--- src/rtl/video_timing_gen_if.sv ---
// Video output bundle from the timing generator to the TMDS encoder stage.
// The generator drives it through the master modport.
interface video_timing_gen_if;
  logic        de;
  logic        hsync;
  logic        vsync;
  logic [10:0] x;
  logic [10:0] y;
  logic        new_line;
  logic        new_frame;
  logic [23:0] pixel;

  modport master (output de, hsync, vsync, x, y, new_line, new_frame, pixel);
  modport slave  (input  de, hsync, vsync, x, y, new_line, new_frame, pixel);
endinterface

--- src/rtl/video_timing_gen.sv ---
// Pixel-clock raster timing and test-pattern generator.
// All outputs are registered from the counter state of the previous cycle.
module video_timing_gen #(
  parameter int H_ACTIVE = 640,
  parameter int H_FP     = 16,
  parameter int H_SYNC   = 96,
  parameter int H_BP     = 48,
  parameter int V_ACTIVE = 480,
  parameter int V_FP     = 10,
  parameter int V_SYNC   = 2,
  parameter int V_BP     = 33,
  parameter bit SYNC_POL = 1'b0
) (
  input  logic               clk_px,
  input  logic               reset_n,
  input  logic               enable,
  input  logic [1:0]         pattern_sel,
  video_timing_gen_if.master vid
);

  localparam logic [10:0] H_ACT        = 11'(H_ACTIVE);
  localparam logic [10:0] H_SYNC_START = 11'(H_ACTIVE + H_FP);
  localparam logic [10:0] H_SYNC_END   = 11'(H_ACTIVE + H_FP + H_SYNC);
  localparam logic [10:0] H_LAST       = 11'(H_ACTIVE + H_FP + H_SYNC + H_BP - 1);
  localparam logic [10:0] V_ACT        = 11'(V_ACTIVE);
  localparam logic [10:0] V_SYNC_START = 11'(V_ACTIVE + V_FP);
  localparam logic [10:0] V_SYNC_END   = 11'(V_ACTIVE + V_FP + V_SYNC);
  localparam logic [10:0] V_LAST       = 11'(V_ACTIVE + V_FP + V_SYNC + V_BP - 1);
  localparam int          BAR_W        = H_ACTIVE / 8;

  logic [10:0] h_cnt_q, h_cnt_d;
  logic [10:0] v_cnt_q, v_cnt_d;
  logic [7:0]  frame_cnt_q, frame_cnt_d;
  logic [1:0]  pattern_q, pattern_d;
  logic        de_q, de_d;
  logic        hsync_q, hsync_d;
  logic        vsync_q, vsync_d;
  logic [10:0] x_q, x_d;
  logic [10:0] y_q, y_d;
  logic        new_line_q, new_line_d;
  logic        new_frame_q, new_frame_d;
  logic [23:0] pixel_q, pixel_d;

  logic        frame_start;
  logic        active;
  logic [1:0]  pattern_cur;
  logic [2:0]  bar;
  logic [23:0] pattern_pixel;

  always_comb begin
    bar = 3'd0;
    for (int i = 1; i < 8; i++) begin
      if (h_cnt_q >= 11'(i * BAR_W)) bar = 3'(i);
    end
  end

  // The pattern is taken straight from pattern_sel on the first pixel so the whole frame agrees.
  always_comb begin
    frame_start   = (h_cnt_q == 11'd0) && (v_cnt_q == 11'd0);
    active        = (h_cnt_q < H_ACT) && (v_cnt_q < V_ACT);
    pattern_cur   = frame_start ? pattern_sel : pattern_q;
    pattern_pixel = 24'h000000;
    case (pattern_cur)
      2'd0: begin
        case (bar)
          3'd0:    pattern_pixel = 24'hFFFFFF;
          3'd1:    pattern_pixel = 24'hFFFF00;
          3'd2:    pattern_pixel = 24'h00FFFF;
          3'd3:    pattern_pixel = 24'h00FF00;
          3'd4:    pattern_pixel = 24'hFF00FF;
          3'd5:    pattern_pixel = 24'hFF0000;
          3'd6:    pattern_pixel = 24'h0000FF;
          default: pattern_pixel = 24'h000000;
        endcase
      end
      2'd1:    pattern_pixel = {h_cnt_q[7:0], v_cnt_q[7:0], h_cnt_q[7:0] ^ v_cnt_q[7:0]};
      2'd2:    pattern_pixel = (h_cnt_q[5] ^ v_cnt_q[5]) ? 24'h000000 : 24'hFFFFFF;
      default: pattern_pixel = {16'h0000, frame_cnt_q};
    endcase
  end

  always_comb begin
    h_cnt_d     = h_cnt_q;
    v_cnt_d     = v_cnt_q;
    frame_cnt_d = frame_cnt_q;
    pattern_d   = pattern_q;
    de_d        = 1'b0;
    hsync_d     = ~SYNC_POL;
    vsync_d     = ~SYNC_POL;
    x_d         = 11'd0;
    y_d         = 11'd0;
    new_line_d  = 1'b0;
    new_frame_d = 1'b0;
    pixel_d     = 24'h000000;
    if (!enable) begin
      h_cnt_d     = 11'd0;
      v_cnt_d     = 11'd0;
      frame_cnt_d = 8'd0;
    end else begin
      pattern_d   = pattern_cur;
      new_frame_d = frame_start;
      if (active) begin
        de_d       = 1'b1;
        x_d        = h_cnt_q;
        y_d        = v_cnt_q;
        pixel_d    = pattern_pixel;
        new_line_d = (h_cnt_q == 11'd0);
      end
      if ((h_cnt_q >= H_SYNC_START) && (h_cnt_q < H_SYNC_END)) hsync_d = SYNC_POL;
      if ((v_cnt_q >= V_SYNC_START) && (v_cnt_q < V_SYNC_END)) vsync_d = SYNC_POL;
      if (h_cnt_q == H_LAST) begin
        h_cnt_d = 11'd0;
        if (v_cnt_q == V_LAST) begin
          v_cnt_d     = 11'd0;
          frame_cnt_d = frame_cnt_q + 8'd1;
        end else begin
          v_cnt_d = v_cnt_q + 11'd1;
        end
      end else begin
        h_cnt_d = h_cnt_q + 11'd1;
      end
    end
  end

  always_ff @(posedge clk_px or negedge reset_n) begin
    if (!reset_n) begin
      h_cnt_q     <= 11'd0;
      v_cnt_q     <= 11'd0;
      frame_cnt_q <= 8'd0;
      pattern_q   <= 2'd0;
      de_q        <= 1'b0;
      hsync_q     <= ~SYNC_POL;
      vsync_q     <= ~SYNC_POL;
      x_q         <= 11'd0;
      y_q         <= 11'd0;
      new_line_q  <= 1'b0;
      new_frame_q <= 1'b0;
      pixel_q     <= 24'h000000;
    end else begin
      h_cnt_q     <= h_cnt_d;
      v_cnt_q     <= v_cnt_d;
      frame_cnt_q <= frame_cnt_d;
      pattern_q   <= pattern_d;
      de_q        <= de_d;
      hsync_q     <= hsync_d;
      vsync_q     <= vsync_d;
      x_q         <= x_d;
      y_q         <= y_d;
      new_line_q  <= new_line_d;
      new_frame_q <= new_frame_d;
      pixel_q     <= pixel_d;
    end
  end

  assign vid.de        = de_q;
  assign vid.hsync     = hsync_q;
  assign vid.vsync     = vsync_q;
  assign vid.x         = x_q;
  assign vid.y         = y_q;
  assign vid.new_line  = new_line_q;
  assign vid.new_frame = new_frame_q;
  assign vid.pixel     = pixel_q;

endmodule

--- src/flat_wrapper.sv ---
// flat-port wrapper written by rule: the top's interface ports become plain ports
module video_timing_gen_flat 
#(
  parameter int H_ACTIVE = 640,
  parameter int H_FP     = 16,
  parameter int H_SYNC   = 96,
  parameter int H_BP     = 48,
  parameter int V_ACTIVE = 480,
  parameter int V_FP     = 10,
  parameter int V_SYNC   = 2,
  parameter int V_BP     = 33,
  parameter bit SYNC_POL = 1'b0
)
  (clk_px, reset_n, enable, pattern_sel, vid_de, vid_hsync, vid_vsync, vid_x, vid_y, vid_new_line, vid_new_frame, vid_pixel);
  video_timing_gen_if vid_i ();
  input  logic clk_px;
  input  logic reset_n;
  input  logic enable;
  input  logic [1:0] pattern_sel;
  output wire logic [$bits(vid_i.de)-1:0] vid_de;
  output wire logic [$bits(vid_i.hsync)-1:0] vid_hsync;
  output wire logic [$bits(vid_i.vsync)-1:0] vid_vsync;
  output wire logic [$bits(vid_i.x)-1:0] vid_x;
  output wire logic [$bits(vid_i.y)-1:0] vid_y;
  output wire logic [$bits(vid_i.new_line)-1:0] vid_new_line;
  output wire logic [$bits(vid_i.new_frame)-1:0] vid_new_frame;
  output wire logic [$bits(vid_i.pixel)-1:0] vid_pixel;
  assign vid_de = vid_i.de;
  assign vid_hsync = vid_i.hsync;
  assign vid_vsync = vid_i.vsync;
  assign vid_x = vid_i.x;
  assign vid_y = vid_i.y;
  assign vid_new_line = vid_i.new_line;
  assign vid_new_frame = vid_i.new_frame;
  assign vid_pixel = vid_i.pixel;
  video_timing_gen #(.H_ACTIVE(H_ACTIVE), .H_FP(H_FP), .H_SYNC(H_SYNC), .H_BP(H_BP), .V_ACTIVE(V_ACTIVE), .V_FP(V_FP), .V_SYNC(V_SYNC), .V_BP(V_BP), .SYNC_POL(SYNC_POL)) u_core (.clk_px(clk_px), .reset_n(reset_n), .enable(enable), .pattern_sel(pattern_sel), .vid(vid_i));
endmodule
--- config.mk ---
export PLATFORM = sky130hd
export DESIGN_NAME = video_timing_gen_flat
export DESIGN_NICKNAME = d
export VERILOG_FILES = /design/src/rtl/video_timing_gen_if.sv /design/src/rtl/video_timing_gen.sv /design/src/flat_wrapper.sv
export SDC_FILE = /design/constraint.sdc
export NUM_CORES = 1
export LEC_CHECK = 0
export ABC_AREA = 0
export CAP_MARGIN = 20
export CORE_MARGIN = 2
export CORE_UTILIZATION = 50
export DETAILED_ROUTE_END_ITERATION = 8
export HOLD_SLACK_MARGIN = 0.03
export PLACE_DENSITY_LB_ADDON = 0.05
export SETUP_SLACK_MARGIN = 0.2
export SYNTH_ARGS = -nofsm -noshare
export SYNTH_HDL_FRONTEND = slang
export SYNTH_SLANG_ARGS = --single-unit
--- constraint.sdc ---
create_clock -name clk_px -period 2.5 [get_ports clk_px]
set_clock_uncertainty 0.05 [all_clocks]
set_input_delay 0.375 -clock clk_px [delete_from_list [all_inputs] [get_ports clk_px]]
set_output_delay 0.375 -clock clk_px [all_outputs]
set_load 0.01 [all_outputs]
Word level (Yosys, flattened, before mapping)
Cells that the tools add are included.
{"block": "classes", "eq_ne": 12, "reduce_logical": 9, "addsub": 3, "n_bitwise": 2, "n_mux": 34, "magnitude_cmp": 13}
{"operator": "$pmux W24 S7", "n": 1}
{"operator": "$mux W11", "n": 9}
{"operator": "$mux W24", "n": 3}
{"operator": "$pmux W24 S3", "n": 1}
{"operator": "$ge A11 B9 Y1 const B", "n": 4}
{"operator": "$mux W8", "n": 3}
{"operator": "$add A11 B1 Y11 const B", "n": 2}
{"operator": "$eq A11 B10 Y1 const B", "n": 2}
{"operator": "$ge A11 B10 Y1 const B", "n": 2}
{"operator": "$ge A11 B8 Y1 const B", "n": 2}
{"operator": "$logic_not A11 Y1", "n": 2}
{"operator": "$lt A11 B10 Y1 const B", "n": 2}
{"operator": "$lt A11 B9 Y1 const B", "n": 2}
{"operator": "$mux W3", "n": 6}
{"operator": "$ge A11 B7 Y1 const B", "n": 1}
{"operator": "$mux W1", "n": 10}
{"operator": "$eq A3 B3 Y1 const B", "n": 3}
{"operator": "$add A8 B1 Y8 const B", "n": 1}
{"operator": "$xor A8 B8 Y8", "n": 1}
{"operator": "$eq A3 B2 Y1 const B", "n": 2}
{"operator": "$logic_and A1 B1 Y1", "n": 4}
{"operator": "$ne A2 B1 Y1 const B", "n": 2}
{"operator": "$eq A3 B1 Y1 const B", "n": 1}
{"operator": "$logic_not A3 Y1", "n": 1}
{"operator": "6 further kinds", "n": 6}
{"block": "totals", "regBits": 83, "out_inout_bits": 51, "input_bits": 5, "elab_cells": 85}

Longest topological paths before layout
Gate-level depths: netlist of run 1.
{"block": "logic_depth", "ltp_word": 13, "depth_mapped": 9, "mapped_depth_nobuf": 8}

Worst setup path before layout of run 1
Ideal clock, no wire load.
{"block": "synth_timing", "kind": "reg-to-reg", "startpoint": "register u_core.h_cnt_q[0]", "endpoint": "register u_core.frame_cnt_q[2]", "arrival_ps": 2000, "path_buffers": 1, "synth_period_minus_slack_ps": 2169, "setup_slack_ps": 331, "stages_incl_launch_ff": 9, "setup_time_ps": 119, "path_cell_list": "dfrtp_1 -> ha_1 -> nand3_2 -> or4_4 -> o21ai_4 -> buf_6 -> nand2_1 -> xnor2_1 -> and2_1"}
{"block": "synth_between", "elab_chain_cells": 3}
{"element": "from (decl)", "line_no": "video_timing_gen.sv:31", "text": "logic [10:0] h_cnt_q, h_cnt_d;"}
{"element": "from (signal assigned)", "line_no": "video_timing_gen.sv:140", "text": "h_cnt_q <= h_cnt_d;"}
{"element": "$eq A11 B10 Y1", "line_no": "video_timing_gen.sv:111", "text": "if (h_cnt_q == H_LAST) begin"}
{"element": "$ne A2 B1 Y1 (no source line)"}
{"element": "$reduce_and A2 Y1 (no source line)"}
{"element": "to (signal assigned)", "line_no": "video_timing_gen.sv:142", "text": "frame_cnt_q <= frame_cnt_d;"}
{"element": "to (decl)", "line_no": "video_timing_gen.sv:33", "text": "logic [7:0] frame_cnt_q, frame_cnt_d;"}
No other way between the ends.
A chain may end at the register's enable or synchronous reset.

Worst setup path in the final report of run 1
{"block": "layout_timing", "startpoint": "register u_core.v_cnt_q[5]", "endpoint": "register u_core.pixel_q[7], in the netlist u_core.vid.pixel[7]"}
{"block": "layout_between", "elab_chain_cells": 7, "word_cells_on_any_way": 13, "classes_between": "1 x order compare; 2 x eq/ne; 5 x mux; 1 x bitwise; 4 x reduce/logical"}
{"element": "from (decl)", "line_no": "video_timing_gen.sv:32", "text": "logic [10:0] v_cnt_q, v_cnt_d;"}
{"element": "from (signal assigned)", "line_no": "video_timing_gen.sv:141", "text": "v_cnt_q <= v_cnt_d;"}
{"element": "$logic_not A11 Y1", "line_no": "video_timing_gen.sv:59", "text": "frame_start = (h_cnt_q == 11'd0) && (v_cnt_q == 11'd0);"}
{"element": "$logic_and A1 B1 Y1", "line_no": "video_timing_gen.sv:59"}
{"element": "$mux W2", "line_no": "video_timing_gen.sv:61", "text": "pattern_cur = frame_start ? pattern_sel : pattern_q;"}
{"element": "$eq A2 B2 Y1 (tied with other cells)", "line_no": "video_timing_gen.sv:63", "text": "case (pattern_cur)"}
{"element": "$pmux W24 S3", "line_no": "video_timing_gen.sv:63"}
{"element": "$mux W24 (*)", "line_no": "video_timing_gen.sv:102", "text": "if (active) begin"}
{"element": "$mux W24 (*)", "line_no": "video_timing_gen.sv:95", "text": "if (!enable) begin"}
{"element": "net u_core.pixel_d[7]", "line_no": "video_timing_gen.sv:42", "text": "logic [23:0] pixel_q, pixel_d;"}
{"element": "to (signal assigned)", "line_no": "video_timing_gen.sv:151", "text": "pixel_q <= pixel_d;"}
{"element": "to (decl)", "line_no": "video_timing_gen.sv:42"}
Mark *: on every way through the listed nets, which the timed path passes. The rest lies on a longest branch.

==> results of run 1 <==
## critical path, stage by stage (launching register included)
cell                      delay (ns)
sky130_fd_sc_hd__dfrtp_1        0.42
sky130_fd_sc_hd__nor4_4         0.35
sky130_fd_sc_hd__nand3_2        0.19
sky130_fd_sc_hd__nor2_8         0.22
sky130_fd_sc_hd__buf_12         0.13
sky130_fd_sc_hd__mux2i_4        0.24
sky130_fd_sc_hd__buf_12         0.15
sky130_fd_sc_hd__nor2_1         0.05
sky130_fd_sc_hd__o221a_2        0.27
## synthesized netlist by cell type, types with 3 or more instances
cell type	instances	area share (%)
sky130_fd_sc_hd__nand3_1	14	1.8
sky130_fd_sc_hd__nor2b_1	4	0.65
sky130_fd_sc_hd__nor2_1	35	3.4
sky130_fd_sc_hd__nand2_1	14	1.4
sky130_fd_sc_hd__nor4_1	4	0.65
sky130_fd_sc_hd__o21ai_0	10	1.3
sky130_fd_sc_hd__mux2_2	4	1.2
sky130_fd_sc_hd__and2_1	24	3.9
sky130_fd_sc_hd__and3_1	5	0.81
sky130_fd_sc_hd__o221a_2	8	2.3
sky130_fd_sc_hd__dfrtp_1	81	52
sky130_fd_sc_hd__or3_1	3	0.49
sky130_fd_sc_hd__inv_1	9	0.87
sky130_fd_sc_hd__buf_2	8	1.0
sky130_fd_sc_hd__ha_1	5	1.6
sky130_fd_sc_hd__a21o_1	16	3.1
sky130_fd_sc_hd__nand4_1	9	1.5
sky130_fd_sc_hd__nor3_1	5	0.65
sky130_fd_sc_hd__clkbuf_1	6	0.58
sky130_fd_sc_hd__xor2_1	11	2.5
sky130_fd_sc_hd__xnor2_1	20	4.5
sky130_fd_sc_hd__buf_4	4	0.78
## cell usage in the layout, fill, tap and decap left out, types with 5 or more instances in the layout
cell and instances:
sky130_fd_sc_hd__a21o_1 16, sky130_fd_sc_hd__and2_1 24, sky130_fd_sc_hd__and3_1 5, sky130_fd_sc_hd__buf_12 5
sky130_fd_sc_hd__buf_4 30, sky130_fd_sc_hd__clkbuf_8 11, sky130_fd_sc_hd__clkdlybuf4s50_1 54, sky130_fd_sc_hd__dfrtp_1 78
sky130_fd_sc_hd__ha_1 5, sky130_fd_sc_hd__inv_1 9, sky130_fd_sc_hd__nand2_1 14, sky130_fd_sc_hd__nand3_1 14
sky130_fd_sc_hd__nand4_1 9, sky130_fd_sc_hd__nor2_1 35, sky130_fd_sc_hd__nor3_1 5, sky130_fd_sc_hd__o21ai_0 10
sky130_fd_sc_hd__o221a_2 8, sky130_fd_sc_hd__xnor2_1 20, sky130_fd_sc_hd__xor2_1 11
## repair_timing
| item | 4_1_cts | 5_1_grt |
|---|---|---|
| gates cloned | 0 | 0 |
| endpoints found under the setup margin | 20 | 37 |
| hold buffers | 1 | 0 |
| hold endpoints to repair | 33 | 0 |
| pin swaps | 2 | 2 |
| buffers inserted | 3 | 7 |
| resized for setup | 2 | 8 |
## flip-flops by register name, summed over array words and instances, names as in the netlist
| register | flops |
|---|---|
| u_core.frame_cnt_q | 8 |
| u_core.vid.new_frame | 1 |
| u_core.vid.pixel | 24 |
| u_core.vid.new_line | 1 |
| u_core.vid.x | 11 |
| u_core.v_cnt_q | 11 |
| u_core.vid.de | 1 |
| u_core.vid.hsync | 1 |
| u_core.pattern_q | 2 |
| u_core.vid.y | 11 |
| u_core.vid.vsync | 1 |
| u_core.h_cnt_q | 11 |
## power by group
part,internal [uW],leakage [uW],switching (uW),total [uW]
clock,517,0.000101,462,978
combinational,311,0.00109,268,579
sequential,1430,0.00111,44.2,1470
total,2250,0.00229,773,3030
## worst max-delay path by stage
stage | cells after the start | start | to | slack [ns]
floorplan | 8 | u_core.h_cnt_q[0] | u_core.frame_cnt_q[2] | 0.33
global placement | 6 | enable | u_core.vid.pixel[20] | 0.19
detailed placement | 6 | enable | u_core.vid.pixel[8] | 0.12
CTS | 7 | u_core.h_cnt_q[0] | u_core.frame_cnt_q[5] | 0.20
global route | 10 | u_core.v_cnt_q[1] | u_core.vid.pixel[19] | 0.18
finish | 8 | u_core.v_cnt_q[5] | u_core.vid.pixel[7] | 0.31
## layer usage
metal / GRT usage (%) / routed length, um / vias up
met5: 0 / 0 / -
met4: 10.4 / 186 / 0
met3: 3.29 / 297 / 17
met2: 35.5 / 4200 / 86
met1: 28.4 / 3930 / 1399
li1: - / - / 1339
## stage by stage
| step | total power (uW) | setup slack (ns) | std cells |
|---|---|---|---|
| floorplan | 1760 | 0.331 | 345 |
| detailed placement | 2010 | 0.117 | 504 |
| global placement | 2000 | 0.193 | 504 |
| global route | 3150 | 0.185 | 531 |
| finish | 3030 | 0.311 | 531 |
| CTS | 3000 | 0.203 | 524 |
## cell type report
class	count	area [um2]	area share [%]
Timing Repair Buffer	90	876	17.6
Multi-Input combinational cell	231	1670	33.5
Clock buffer	14	163	3.26
Clock inverter	2	35.0	0.702
Inverter	9	33.8	0.677
Tap cell	102	128	2.56
Sequential cell	83	2080	41.8
## kinds of logic (layout without fill, tap and decap cells)
group | after synthesis | after routing | share of synthesized area (%)
multiplexers | 7 | 7 | 2.27
flip-flops | 83 | 83 | 53.8
adder cells (fa/ha/maj) | 5 | 5 | 1.62
buffers and inverters | 31 | 115 | 4.05
XOR/XNOR | 31 | 31 | 7.03
AO/OA/AOI/OAI | 49 | 49 | 10.8
AND/OR/NAND/NOR | 136 | 136 | 20.3
other | 1 | 3 | 0.0971
==> results.txt, run 1 <==
- YS warnings: 0
- between 50 and 60 I/O pins were placed.
- Seq cells post-synth: 83
* Clock root buffer: sky130_fd_sc_hd__clkbuf_8
* Router iterations before antenna repair: 4
- Number of placement rows: 32
- The layout has 658 filler cells.
* Startpoint of the lowest-slack register-to-register path: u_core.v_cnt_q[5]
- For this run, the total global-route usage over all layers was measured as roughly 22%.
- The min-delay analysis places its worst path in the category in2async.
- Maximum operating frequency: 0.457 GHz
* Final routed wirelength across all metal layers: between 8 and 9 mm
- The net count of the finished layout is 434.
* Number of enable-type register cells in the synthesized netlist: 0
- During placement, the flow inserted port buffers numbering 55.
- Starting DRT DRC Count: slightly below 100
- For this run, the register share of the synthesized area comes to between 50% and 60%.
- For this configuration, the core starts out at a cell density of 50.8%.
- Core area: 7610 um2
- Number of diodes: 0
- Across the run, the number of max-cap violations was 0.
* Maximum number of pins on one net before global-route repair: between 40 and 50
- Across all layers, the routed design uses about 2800 vias.
- Area post-placement: roughly 4600 um2
- In the final routed layout, each cell accounts on average for 16.2 um.
* Fin crit share: between 80% and 90%
- Data required time at the worst endpoint: between 2 and 3 ns
- VDD sags by at most 0.344 mV.
- In this run the critical register-to-register path is captured at u_core.vid.pixel[7].
* Worst R2R Path Depth: 8
- Of all flip-flops after synthesis, the portion carrying an async set or reset was 100%.
- STA classifies the critical path startpoint as a register.
- Longest Clk Path Bufs: 2
* Classification of the worst setup path: reg2reg
- Setup violations remaining at the end of the flow were counted as 0.
- Data on the critical path arrives at its endpoint at ~2.4 ns.
* Antenna violations before repair: 0
- Setup slack on the worst reg-to-reg path comes out at just over 0.3 ns.
- The floorplan step defined a die boundary enclosing approximately 8400 um2.
* Global-route wire length before repair: about 14 mm
- The synthesized netlist contains 55 unique library cells.
- Detailed placement ended at an HPWL of 5.83 mm.
- Overall die width: approximately 90 um
- Post-route minimum period: between 2 and 2.5 ns
- Type of destination of the critical path: register
- Peak fanout along the critical path: 9
- Number of global-route vias before repair: roughly 2800
- Counting every instance in the synthesized netlist gives 343.
* Fraction of the core area covered by cells at the end of the flow: 65.6%
- Number of buffers created by CTS: 9
* Total gr overflow: 0
- The finished cells cover between 4000 and 5000 um2.
- Power density over cell area: just over 600 nW/um2
- Standby leakage power: 0.00229 uW
- Mapped Area: between 3000 and 4000 um2
- The count of nets left with antenna violations once routing finished came out at 0.
- Clock tree from TritonCTS: built
- RSZ-0062 raised after global routing: true
- Final estimated routing congestion in global placement: between 0.8 and 0.9
- Number of pins with negative max-slew slack in the final report: 0
- Final Hold Vio Count: 0
- CTS H-tree depth: 3
- The tree built by TritonCTS fans out to 83 sinks.
- Cells with a size suffix above 1 make up around 20% of the layout.
- The most used flip-flop cell after synthesis is sky130_fd_sc_hd__dfrtp_1.
- Dividing the detail-routed via count by the number of cells gives 5.35.
- A synthesized cell averages around 11 um2.
- Final-layout worst hold slack: approximately 0.46 ns
- Summed over all failing endpoints, the final setup total negative slack is 0 ns.
* Clock slew seen by the registers of the worst setup and hold paths: ~0.08 ns
* P&R area growth vs syn: 29.1%
* Die height: 91.9 um
- The run finished with clean final reports.
- Number of remaining DRC errors: 0
- Source-to-sink clock delay at the later pin of the worst-skew pair: 0.35 ns
Power figures use the tool's default switching activity.
==> run 2: changes to the inputs <==
--- a/config.mk
+++ b/config.mk
@@ -9,6 +9,7 @@
 export CAP_MARGIN = 20
 export CORE_MARGIN = 2
 export CORE_UTILIZATION = 50
+export CTS_CLUSTER_SIZE = 12
 export DETAILED_ROUTE_END_ITERATION = 8
 export HOLD_SLACK_MARGIN = 0.03
 export PLACE_DENSITY_LB_ADDON = 0.05
==> constraint.sdc (replaced) <==
create_clock -name clk_px -period 2.54 [get_ports clk_px]
set_clock_uncertainty 0.05 [all_clocks]
set_input_delay 0.381 -clock clk_px [delete_from_list [all_inputs] [get_ports clk_px]]
set_output_delay 0.381 -clock clk_px [all_outputs]
set_load 0.01 [all_outputs]
==> run 2 against run 1 <==
  * Cell count down 1.1%
  * Clock-buffer cell count down 2
  * Via count down 2.8%
  * Sequential share of layout area up 0.86 points
  * Sequential power about the same
  * Sequential cell count unchanged
  * Power down 4.3%
  * Global-route usage down 0.31 points
  * Clock power down 3.8%
==> results.txt, run 2 (synthesis results as in run 1) <==
* Status: finished, final reports clean
- At the worst endpoint, the required time is approximately 2.8 ns.
- TritonCTS built the clock tree.
- Longest Clk Path Bufs: 2
- Source-to-sink clock delay at the later pin of the worst-skew pair: 0.36 ns
* Share of total power in combinational logic: 17.5%
- Final routed wirelength across all metal layers: 8.33 mm
* Router iterations before antenna repair: 4
* Final setup fails: 0
- The net count of the finished layout is 428.
- Max FFs per register: 24
- Starting DRT DRC Count: ~150
- The die is between 90 and 100 um tall.
- Across the run, the number of max-cap violations was 0.
- Slowest CP cell: sky130_fd_sc_hd__dfrtp_1
- Power density over cell area: about 600 nW/um2
- Number of remaining DRC errors: 0
- Number of buffers created by CTS: 9
- Worst min path class: in2async
- Clock slew seen by the registers of the worst setup and hold paths: roughly 0.080 ns
- In the layout the commonest cells are sky130_fd_sc_hd__dfrtp_1, sky130_fd_sc_hd__clkdlybuf4s50_1, sky130_fd_sc_hd__nor2_1, sky130_fd_sc_hd__buf_4, sky130_fd_sc_hd__and2_1.
- Antenna viol nets, final: 0
- The post-route netlist has 18.4% of its cells at a drive strength greater than 1.
- Worst R2R Path Depth: 7
* Initial core utilization: approximately half
- Average via count per standard cell: approximately 5.3
* Final TNS setup: 0 ns
- CTS H-tree depth: 3
* Classification of the worst setup path: reg2reg
* Sequential cell fraction of total power: roughly half
* Number of cells in the finished layout apart from fillers: 525
- The floorplan step set the die width to roughly 92 um.
* Filler cell count in the final layout: between 600 and 700
- Max_slew headroom: about two thirds
- Dividing the final minimum period by the clock period gives 87.6%.
- The first global-routing pass estimated ~14 mm of wire.
* Count of buffer and inverter cells on the critical path: 1
- Net switching is about 26% of the power.
- Core area: approximately 7600 um2
* Maximum number of pins on one net before global-route repair: 44
- Setup repair after global routing left no endpoint under its margin.
- Number of pins with negative max-slew slack in the final report: 0
- Critical path data arrival time: between 2 and 2.5 ns
* Internal power: approximately 2100 uW
- Final Hold Vio Count: 0
- The critical path crosses 7 cells after its start point.
- Post-DR wirelength/cell: approximately 16 um
- The die covers around 8400 um2.
* Detailed Place HPWL: a little under 6 mm
- Count of placed standard cells including taps: 505
- Leaving out fill and tap cells, the most frequent cell in the layout is sky130_fd_sc_hd__dfrtp_1.
- The floorplan has 32 rows.
- Fraction of the core area covered by cells at the end of the flow: 64.2%
- Slowest Stage Delay on Critical Path: 0.41 ns
- The initial antenna violation count is 0.
- P&R area growth vs syn: 26.4%
- Sequence of cells on the critical path: nor4_4, nand3_2, nor2_8, mux2_2, a211oi_4, buf_4, a21o_1
* Net Sw Power: around 750 uW
* Startpoint type of the worst setup path: register
* Vias after detailed routing: around 2800
- Number of diodes: 0
- Total of buffers placed on input and output ports: between 50 and 60
- Global routing used 21.4% of the available tracks.
- Summed over all layers, the global routing overflow is 0.
* Standby leakage power: 0.00224 uW
- Clock network fraction of total power: about 33%
- Total power for the finished layout comes to just under 3000 uW.
- Worst vdd ir: roughly 0.41 mV
- Number of global-route vias before repair: between 2000 and 3000
- Register cell area after layout: about 2100 um2
- Clock sink total: 83
- Delay-heaviest family, CP: simple AND/OR/NAND/NOR gates
- In the final layout, the multi-input gates occupy roughly 1700 um2.
* Maximum operating frequency: roughly 0.45 GHz
- Clock root buffer: sky130_fd_sc_hd__clkbuf_8
* Transition time of the tightest slew-check pin: between 0.5 and 0.6 ns
- Type of destination of the critical path: register
- In this run the worst path has a maximum fanout of 8.
* Reg-to-reg setup timing slack: between 0.3 and 0.4 ns
- Post-route minimum period: between 2 and 2.5 ns
- Final-layout worst hold slack: approximately 0.49 ns
- The congestion estimate from routability-driven global placement came to slightly below 0.9.
- Number of primary I/O pins: 56
run 2: changes by cell type in the layout (fill, tap and decap cells not counted), sizes merged:
| cell | previous run | this run |
|---|---|---|
| buf | 35 | 29 |
| clkinvlp | 0 | 2 |
| clkbuf | 14 | 12 |
run 2: stage by stage:
step,setup WS (ns),instance area (um2)
2_1_floorplan,0.371,3870
3_3_place_gp,0.213,4640
3_5_place_dp,0.152,4640
4_1_cts,0.206,4840
5_1_grt,0.194,4880
6_report,0.314,4880
run 2: repair_timing:
| action | 4_1_cts | 5_1_grt |
|---|---|---|
| endpoints found under the hold margin | 38 | 0 |
| endpoints found under the setup margin | 0 | 30 |
| hold buffers | 1 | 0 |
| gates resized for setup | 0 | 5 |
| buffers inserted | 0 | 3 |
run 2: area by class of cell:
class / count / area share (%)
Multi-Input combinational cell: 231 / 33.8
Sequential cell: 83 / 42.6
Timing Repair Buffer: 84 / 16.2
Inverter: 9 / 0.692
Clock buffer: 12 / 2.97
Tap cell: 102 / 2.61
Clock inverter: 4 / 1.02
run 2: path summary, 6_finish.rpt:
| check | from | to |
|---|---|---|
| worst max-delay path | u_core.v_cnt_q[5] | u_core.vid.pixel[12] |
| worst min-delay path | reset_n | u_core.vid.x[10] |
| worst max register to register | u_core.v_cnt_q[5] | u_core.vid.pixel[12] |
| worst min register to register | u_core.h_cnt_q[0] | u_core.h_cnt_q[0] |
| max in group asynchronous | reset_n | u_core.h_cnt_q[0] |
| min in group clk_px | u_core.h_cnt_q[0] | u_core.h_cnt_q[0] |
run 2: metal layers:
layer	routed length, um	track usage (%)
met4	182	8.21
met3	375	4.35
met1	3880	30.4
met2	3900	32.6
met5	0	0
run 2: power by group through the flow:
| stage | Clock (uW) | Sequential [uW] | Combinational [uW] |
|---|---|---|---|
| after floorplan | 0 | 1500 | 232 |
| after global placement | 0 | 1470 | 494 |
| after detailed placement | 0 | 1470 | 500 |
| after CTS | 962 | 1450 | 504 |
| after global routing | 1030 | 1460 | 551 |
| final | 941 | 1450 | 508 |
==> run 3: changes to the inputs <==
--- a/config.mk
+++ b/config.mk
@@ -11,6 +11,7 @@
 export CORE_UTILIZATION = 50
 export CTS_CLUSTER_SIZE = 12
 export DETAILED_ROUTE_END_ITERATION = 8
+export GPL_ROUTABILITY_DRIVEN = 0
 export HOLD_SLACK_MARGIN = 0.03
 export PLACE_DENSITY_LB_ADDON = 0.05
 export SETUP_SLACK_MARGIN = 0.2
==> constraint.sdc (replaced) <==
create_clock -name clk_px -period 2.82 [get_ports clk_px]
set_clock_uncertainty 0.05 [all_clocks]
set_input_delay 0.423 -clock clk_px [delete_from_list [all_inputs] [get_ports clk_px]]
set_output_delay 0.423 -clock clk_px [all_outputs]
set_load 0.01 [all_outputs]
==> run 3 against run 2 <==
  * Non-clock buffer count down 8
  * Global-route usage increased by 0.23 points
  * Power shrank 14%
  * Combinational power is 11% lower
==> results.txt, run 3 (synthesis results as in run 1) <==
- The floorplan has 32 rows.
* Core area: between 7000 and 8000 um2
- In this run the worst path has a maximum fanout of 10.
* Initial core utilization: around half
- From synthesis to final layout, the design area changed by 23.8%.
* Overall die width: between 90 and 100 um
* Clock slew seen by the registers of the worst setup and hold paths: approximately 0.08 ns
* Area post-placement: ~4600 um2
- Power spread over the standard cell area amounts to 523 nW/um2.
* CTS H-tree depth: 3
- Summing over every cut layer, the via total after detailed routing is about 2800.
- Data required time at the worst endpoint: 3.06 ns
* Starting DRT DRC Count: around 160
- Summed over all cells, the static leakage comes to approximately 0.0022 uW.
* Number of instances resized during post-cts repair: 0
- IR analysis of the VDD net gives a maximum drop of 0.342 mV.
- Startpoint type of the worst setup path: register
- Timing would allow up to between 0.4 and 0.5 GHz.
- Number of pins with negative max-slew slack in the final report: 0
- Clock root buffer: sky130_fd_sc_hd__clkbuf_8
- Maximum Capacitance Violations: 0
* Antenna violations before repair: 0
- Final non-filler cell area: roughly 4800 um2
- In this run the worst hold path is classified as in2async.
- The flow ran to the end, and the final reports show no timing, DRC or antenna violations.
- Total of buffers placed on input and output ports: 55
* Post-DR wirelength/cell: approximately 16 um
* Type of destination of the critical path: register
- OpenSTA, run right after detailed placement, puts the worst setup slack at about 0.35 ns.
* Antenna viol nets, final: 0
- Final Hold Vio Count: 0
* Post-layout net count: 420
* Total die area: 8450 um2
- STA puts the critical path data arrival time at roughly 2.7 ns.
* Worst R2R End: u_core.vid.pixel[12]
- Classification of the worst setup path: reg2reg
- Final routed wirelength across all metal layers: 8.17 mm
- Total gr overflow: 0
- Max FFs per register: 24
- Share of final-layout standard cells stronger than drive strength 1: between 10% and 20%
- Cells fill a little over three fifths of the core in the end.
- Final-layout worst hold slack: between 0.4 and 0.5 ns
* Post-route minimum period: roughly 2.4 ns
- The number of clock buffers added by TritonCTS is 9.
- Worst R2R Path Depth: 9
- Entering global routing, the biggest net connects 84 pins.
- Global-route wire length before repair: between 10 and 15 mm
- Source-to-sink clock delay at the later pin of the worst-skew pair: 0.35 ns
- Fin crit share: roughly 86%
- The number of global-route vias before repair was roughly 2700.
- The clock passes through at most 2 buffers.
* RSZ-0062 raised after global routing: false
* Number of primary I/O pins: 56
- Overall Global Routing Usage: ~22%
- Most frequent standard cell in the layout excluding fill and tap cells: sky130_fd_sc_hd__dfrtp_1
* Worst Slack Setup Final: about 0.38 ns
- In the routed design, unresolved DRC markers number 0.
- Clock tree from TritonCTS: built
* Die height: around 92 um
- Summed over all nets, the half-perimeter wirelength after detailed placement is 5.62 mm.
- Number of diodes: 0
- Reg-to-reg setup timing slack: about 0.38 ns
- Leading cell types in the layout, fill and taps excluded: sky130_fd_sc_hd__dfrtp_1, sky130_fd_sc_hd__clkdlybuf4s50_1, sky130_fd_sc_hd__nor2_1, sky130_fd_sc_hd__and2_1, sky130_fd_sc_hd__xnor2_1
- Average via count per standard cell: around 5.3
- Final setup fails: 0
- Router iterations before antenna repair: 4
* Clock sink total: 83
- In this run the critical register-to-register path is launched from u_core.v_cnt_q[1].
* Final TNS setup: 0 ns
## run 3: cell types whose count changed in the layout (fill, tap and decap cells not counted), sizes merged
cell / previous run / this run
buf: 29 / 21
bufinv: 1 / 0
clkbuf: 12 / 13
clkinv: 1 / 2
clkinvlp: 2 / 1
## run 3: worst max-delay path: stages, from the launching register on
cell	delay [ns]
sky130_fd_sc_hd__dfrtp_1	0.47
sky130_fd_sc_hd__inv_1	0.17
sky130_fd_sc_hd__ha_1	0.16
sky130_fd_sc_hd__nor2b_1	0.19
sky130_fd_sc_hd__nand3_2	0.15
sky130_fd_sc_hd__nor2_8	0.24
sky130_fd_sc_hd__mux2_2	0.42
sky130_fd_sc_hd__a211oi_4	0.23
sky130_fd_sc_hd__buf_4	0.19
sky130_fd_sc_hd__a21o_1	0.10
## run 3: worst max-delay path by stage
stage,from,endpoint,slack (ns),cells after the start
global route,u_core.v_cnt_q[0],u_core.vid.pixel[18],0.21,9
finish,u_core.v_cnt_q[1],u_core.vid.pixel[12],0.38,9
detailed placement,enable,u_core.vid.pixel[4],0.35,7
floorplan,u_core.h_cnt_q[0],u_core.frame_cnt_q[2],0.65,8
CTS,u_core.v_cnt_q[1],u_core.vid.pixel[12],0.36,8
global placement,u_core.v_cnt_q[1],u_core.vid.pixel[10],0.42,8
## run 3: power breakdown
| part | internal [uW] | switching (uW) | total (uW) |
|---|---|---|---|
| combinational | 234 | 220 | 454 |
| clock | 342 | 402 | 744 |
| sequential | 1260 | 38.2 | 1300 |
| total | 1840 | 660 | 2500 |
## run 3: metal layers
| layer | vias to the layer above | part of all wire (%) | track usage, % |
|---|---|---|---|
| met5 | - | 0 | 0 |
| met4 | 0 | 1.6 | 7.71 |
| met3 | 11 | 5.3 | 4.03 |
| met2 | 91 | 48 | 34.5 |
| met1 | 1348 | 45 | 29.8 |
| li1 | 1306 | - | - |
## run 3: repair_timing
item | CTS | global route
setup endpoints to repair | 0 | 12
hold buffers | 0 | 1
hold endpoints to repair | 0 | 27
setup buffers | 0 | 2
## run 3: final cells by class
type / instances / area (um2)
clock inverters: 3 / 17.5
inverters: 9 / 33.8
repair buffers: 76 / 741
clock buffers: 13 / 149
fillers: 617 / 2820
flip-flops and latches: 83 / 2080
multi-input cells: 231 / 1640
well taps: 102 / 128
## run 3: through the flow
step	instances	total power [uW]
6_report	517	2500
5_1_grt	517	2630
4_1_cts	513	2510
3_5_place_dp	497	1770
3_3_place_gp	497	1770
2_1_floorplan	345	1560
